[src/rtl/regfile_banked_pkg.sv]
// regfile_banked_pkg: shared state encoding and bank-width helper for the banked register file
package regfile_banked_pkg;

    typedef enum logic [1:0] {
        IDLE    = 2'd0,
        CLR_ALL = 2'd1,
        CLR_ONE = 2'd2
    } state_e;

    // A single bank still needs a one-bit select so port widths never collapse to zero
    function automatic int bank_bits(input int nb);
        return (nb > 1) ? $clog2(nb) : 1;
    endfunction

endpackage

[src/rtl/regfile_banked_mem.sv]
// regfile_banked_mem: NB x 2^AW x DW storage, one synchronous write port, three asynchronous read ports
module regfile_banked_mem #(
    parameter int DW = 32,
    parameter int AW = 4,
    parameter int NB = 2,
    parameter int BW = 1
) (
    input  logic          clk,
    input  logic          we,
    input  logic [BW-1:0] wbank,
    input  logic [AW-1:0] waddr,
    input  logic [DW-1:0] wdata,
    input  logic [BW-1:0] rbank,
    input  logic [AW-1:0] raddr0,
    input  logic [AW-1:0] raddr1,
    input  logic [AW-1:0] raddr2,
    output logic [DW-1:0] rdata0,
    output logic [DW-1:0] rdata1,
    output logic [DW-1:0] rdata2
);

    logic [DW-1:0] mem_q [NB][2**AW];

    // Storage has no reset; the clear sequencer defines its contents
    always_ff @(posedge clk) begin
        if (we) mem_q[wbank][waddr] <= wdata;
    end

    assign rdata0 = mem_q[rbank][raddr0];
    assign rdata1 = mem_q[rbank][raddr1];
    assign rdata2 = mem_q[rbank][raddr2];

endmodule

[src/rtl/regfile_banked.sv]
// regfile_banked: banked register file with clear sequencer, write bypass and busy-gated reads
module regfile_banked
    import regfile_banked_pkg::*;
#(
    parameter int DW     = 32,
    parameter int AW     = 4,
    parameter int NB     = 2,
    parameter int BYPASS = 1,
    localparam int BW    = bank_bits(NB)
) (
    input  logic          clk,
    input  logic          rst_n,
    input  logic [BW-1:0] bsel,
    input  logic          wr,
    input  logic [AW-1:0] wno,
    input  logic [DW-1:0] din,
    input  logic [AW-1:0] rno0,
    input  logic [AW-1:0] rno1,
    input  logic [AW-1:0] rno2,
    output logic [DW-1:0] dout0,
    output logic [DW-1:0] dout1,
    output logic [DW-1:0] dout2,
    input  logic          clr,
    input  logic [BW-1:0] clr_bank,
    output logic          busy
);

    state_e        state_q, state_d;
    logic [AW-1:0] cnt_q, cnt_d;
    logic [BW-1:0] bcnt_q, bcnt_d;
    logic [BW-1:0] cbank_q, cbank_d;

    logic          mem_we;
    logic [BW-1:0] mem_bank;
    logic [AW-1:0] mem_addr;
    logic [DW-1:0] mem_din;
    logic [DW-1:0] rd0, rd1, rd2;
    logic          byp;

    assign busy = (state_q != IDLE);

    // Sequencer next state: sweep every bank after reset, or one latched bank on request
    always_comb begin
        state_d = state_q;
        cnt_d   = cnt_q;
        bcnt_d  = bcnt_q;
        cbank_d = cbank_q;
        case (state_q)
            CLR_ALL: begin
                cnt_d = cnt_q + 1'b1;
                if (&cnt_q) begin
                    bcnt_d = bcnt_q + 1'b1;
                    if (bcnt_q == BW'(NB - 1)) state_d = IDLE;
                end
            end
            CLR_ONE: begin
                cnt_d = cnt_q + 1'b1;
                if (&cnt_q) state_d = IDLE;
            end
            IDLE: begin
                if (clr) begin
                    cbank_d = clr_bank;
                    cnt_d   = '0;
                    state_d = CLR_ONE;
                end
            end
            default: state_d = IDLE;
        endcase
    end

    // Sequencer registers; reset restarts the full sweep from bank 0, address 0
    always_ff @(posedge clk or negedge rst_n) begin
        if (!rst_n) begin
            state_q <= CLR_ALL;
            cnt_q   <= '0;
            bcnt_q  <= '0;
            cbank_q <= '0;
        end else begin
            state_q <= state_d;
            cnt_q   <= cnt_d;
            bcnt_q  <= bcnt_d;
            cbank_q <= cbank_d;
        end
    end

    // Write port owner: the sequencer while busy (CPU writes dropped), the CPU otherwise
    always_comb begin
        mem_we   = busy | wr;
        mem_bank = (state_q == CLR_ALL) ? bcnt_q : (state_q == CLR_ONE) ? cbank_q : bsel;
        mem_addr = busy ? cnt_q : wno;
        mem_din  = busy ? '0 : din;
    end

    regfile_banked_mem #(
        .DW(DW),
        .AW(AW),
        .NB(NB),
        .BW(BW)
    ) u_mem (
        .clk   (clk),
        .we    (mem_we),
        .wbank (mem_bank),
        .waddr (mem_addr),
        .wdata (mem_din),
        .rbank (bsel),
        .raddr0(rno0),
        .raddr1(rno1),
        .raddr2(rno2),
        .rdata0(rd0),
        .rdata1(rd1),
        .rdata2(rd2)
    );

    // Read outputs: zero while clearing, else bypassed write data or stored value
    always_comb begin
        byp   = (BYPASS != 0) && wr && !busy;
        dout0 = busy ? '0 : (byp && rno0 == wno) ? din : rd0;
        dout1 = busy ? '0 : (byp && rno1 == wno) ? din : rd1;
        dout2 = busy ? '0 : (byp && rno2 == wno) ? din : rd2;
    end

endmodule

[config.mk]
export PLATFORM = sky130hd
export DESIGN_NAME = regfile_banked
export DESIGN_NICKNAME = d
export VERILOG_FILES = /design/src/rtl/regfile_banked_pkg.sv /design/src/rtl/regfile_banked_mem.sv /design/src/rtl/regfile_banked.sv
export SDC_FILE = /design/constraint.sdc
export NUM_CORES = 2
export LEC_CHECK = 0
export CAP_MARGIN = 0
export CORE_ASPECT_RATIO = 1.25
export CORE_MARGIN = 5
export CORE_UTILIZATION = 35
export CTS_CLUSTER_SIZE = 20
export DETAILED_ROUTE_END_ITERATION = 12
export PLACE_DENSITY_LB_ADDON = 0.08
export RECOVER_POWER = 100
export SYNTH_ARGS = -nofsm -noshare
export SYNTH_HDL_FRONTEND = slang
export SYNTH_SLANG_ARGS = --single-unit
[constraint.sdc]
create_clock -name clk -period 3.1 [get_ports clk]
set_clock_uncertainty 0.1 [all_clocks]
set_input_delay 0.465 -clock clk [delete_from_list [all_inputs] [get_ports clk]]
set_output_delay 0.465 -clock clk [all_outputs]
set_load 0.02 [all_outputs]
==> flow_metrics.tcl <==
set metrics [dict create \
    cts.path.max_buffers 3 \
    drive_gt1_share_pct 41.9 \
    setup_violations 400 \
    initial_utilization_pct 35.2 \
    wl_per_cell_um 35.8 \
    drc_errors 0 \
    grt_use_total_pct 27.9 \
    cts.reportedPaths.clkPinSlew_ns 0.07 \
    tightest_slew_ns 1.44 \
    finalPower_uw 48200 \
    whs_ns 0.271 \
    die_y_um 467 \
    synth_compound_area_share_pct 10.9 \
    fmax_mhz 297 \
    avgSynthCellArea_um2 14.5 \
    layout_common_cells "edfxtp_1 (1024), mux2i_1 (705), buf_4 (557), mux4_2 (303), mux2_2 (278)" \
    yosysWarnings 0 \
    r2r_slack_ns -0.14 \
    cts_tree "yes" \
    cts.sink_count 1032 \
    max-vdd-ir-drop_uv 416 \
    h-tree-depth 3 \
    r2r-end "u_mem.mem_q[0][425]" \
    power_density_mw_per_mm2 622 \
    path_class "reg -> out" \
    slew_headroom_pct 3.69 \
    yosysSeqAreaShare_pct 52.9 \
    timing.rr.start "state_q[1]" \
    period_needed_ns 3.37 \
    clock_latency_ns 0.75 \
    cp.arrival_ns 2.80 \
    syn-num-nets 4081 \
    die_w_um 376 \
    via_per_inst 6.16 \
    fin_nets 4894 \
    end_kind "output pin" \
    overflow 0 \
    synth_flop_cell "edfxtp_1" \
    required_ns 2.53 \
    synth_xor_area_share_pct 0.209 \
    outcome "complete, but fails checks" \
    io_buffers 150 \
    gp_congestion 0.857 \
    ioPinCount 151 \
    whs_path_depth 2 \
    fin_crit_sh_pct 109 \
    min_to "cbank_q" \
    rows 167 \
    grt_pass1_wl_mm 346 \
    core_area_mm2 0.166 \
    cts_root_buf "clkbuf_16" \
    postSynth.asyncResetShare_pct 0.775 \
    dieArea_mm2 0.176 \
    hold_violations 0 \
    final_cell_area_mm2 0.0775 \
    post_dp_cell_area_mm2 0.0700 \
    muxShareOfSynthArea_pct 30.4 \
    ys_ff_latch 1032 \
    synthAdderAreaFrac_pct 0.0214 \
    drt_first_pass_iters 5 \
    ff2ff_path_depth 7 \
    start_kind "flop" \
    worst_slack_ns -0.269 \
    rsz0062_at_grt "yes" \
    dp_hpwl_mm 172 \
    hold_class "in -> reg" \
    first_global_vias 43600 \
    hold_start "clr_bank" \
    synthDistinctLibCells 54 \
    ys_top_cells_by_area "edfxtp_1 (53%), mux2i_1 (12%), mux4_2 (12%)" \
    vias 43900 \
    drtIter0Drc 4915 \
    synthCells 4026 \
    p_leak_uw 0.0279 \
    synth-simple-area-share_pct 2.47 \
    yosysTopAreaCell "edfxtp_1" \
    numCtsBuffers 114 \
    ant_nets 0 \
    synth_edf_count 1024 \
    yosysTopAreaCellShare_pct 52.5 \
    violations "negative setup slack" \
    routed_wl_mm 255 \
    synth_top_family_by_area "multiplexers" \
    antenna_found_initial 7 \
    layout_commonest_cell "edfxtp_1" \
    crit_fanout 3 \
    syn_area_mm2 0.0585 \
    maxCapViolations 0 \
    drv_slew 0 \
    postLayoutCoreUtil_pct 46.7 \
    grt_max_degree 55 \
    area_growth_pct 32.4 \
]
==> per-layer routing <==
metal	GRT usage (%)	share of wire (%)	up-vias
li1	-	-	18300
met1	37.8	42	23200
met2	45.4	47	1992
met3	4.91	7.6	459
met4	9.41	3.6	8
met5	0	0.025	-
==> critical path: stages (launching register included) <==
cell,delay [ns]
edfxtp_1,0.43
mux4_2,0.49
mux2_4,0.27
o211ai_1,0.48
a31oi_2,0.20
buf_4,0.21
==> stage by stage <==
stage	setup slack [ns]	TNS, ns	cells
after CTS	-0.359	-12.19	7084
after detailed placement	-0.900	-104.33	6774
final	-0.269	-21.68	7134
after global routing	-0.368	-83.14	7131
after global placement	-0.895	-92.05	6774
after floorplan	-0.374	-199.91	4026
==> synthesized netlist by cell type, types with 17 or more instances <==
cell	count
clkbuf_1	183
nand2_1	101
nor2_1	39
a21oi_1	37
edfxtp_1	1024
mux2i_1	710
nor2b_1	53
nand3_1	17
and2_1	35
o211ai_1	94
a31oi_1	187
buf_2	142
buf_4	30
a22oi_1	187
a22o_1	101
o21ai_0	186
a211oi_1	45
mux4_2	303
mux2_2	342
o22ai_1	84
==> flip-flops by register name, indices dropped and copies added, names as in the netlist <==
register / flops
state_q: 2
cnt_q: 4
cbank_q: 1
u_mem.mem_q: 1024
bcnt_q: 1
==> cell families (layout without fill, tap and decap cells) <==
kind of cell | after synthesis | in the layout
other | 0 | 4
flip-flops | 1032 | 1032
adder cells (fa/ha/maj) | 1 | 1
buffers and inverters | 382 | 1287
multiplexers | 1355 | 1355
AO/OA/AOI/OAI | 952 | 952
AND/OR/NAND/NOR | 290 | 292
XOR/XNOR | 14 | 14
==> area by class of cell <==
cell class,count,area [um^2]
inverter,4,16.3
multi-input combinational,2614,28000
fill,14700,88600
antenna,4,10.0
tap,2197,2750
timing repair buffer,1073,12000
clock buffer,137,3000
clock inverter,73,783
sequential,1032,31000
==> worst max-delay path by stage <==
stage	start	endpoint	cells after the start
global placement	wno[2]	dout0[15]	11
floorplan	state_q[1]	u_mem.mem_q[0][100]	7
global route	u_mem.mem_q[0][67]	dout1[3]	5
detailed placement	bsel	dout1[22]	12
CTS	u_mem.mem_q[0][67]	dout1[3]	5
finish	u_mem.mem_q[0][67]	dout1[3]	5
==> power breakdown <==
part	leakage, uW	internal [uW]	switching [uW]
Clock	0.00185	8190	5950
Sequential	0.00964	18300	1060
Combinational	0.0165	5950	8810
Total	0.0279	32400	15800
==> timing repair <==
action                                  CTS  global route
endpoints found under the setup margin   96           259
gates resized for setup                 894           164
endpoints found under the hold margin     7             0
hold buffers                              1             0
gates cloned                             15            15
buffers inserted                        105            52
pin swaps                               135           128
(Power assumes the default switching activity.)
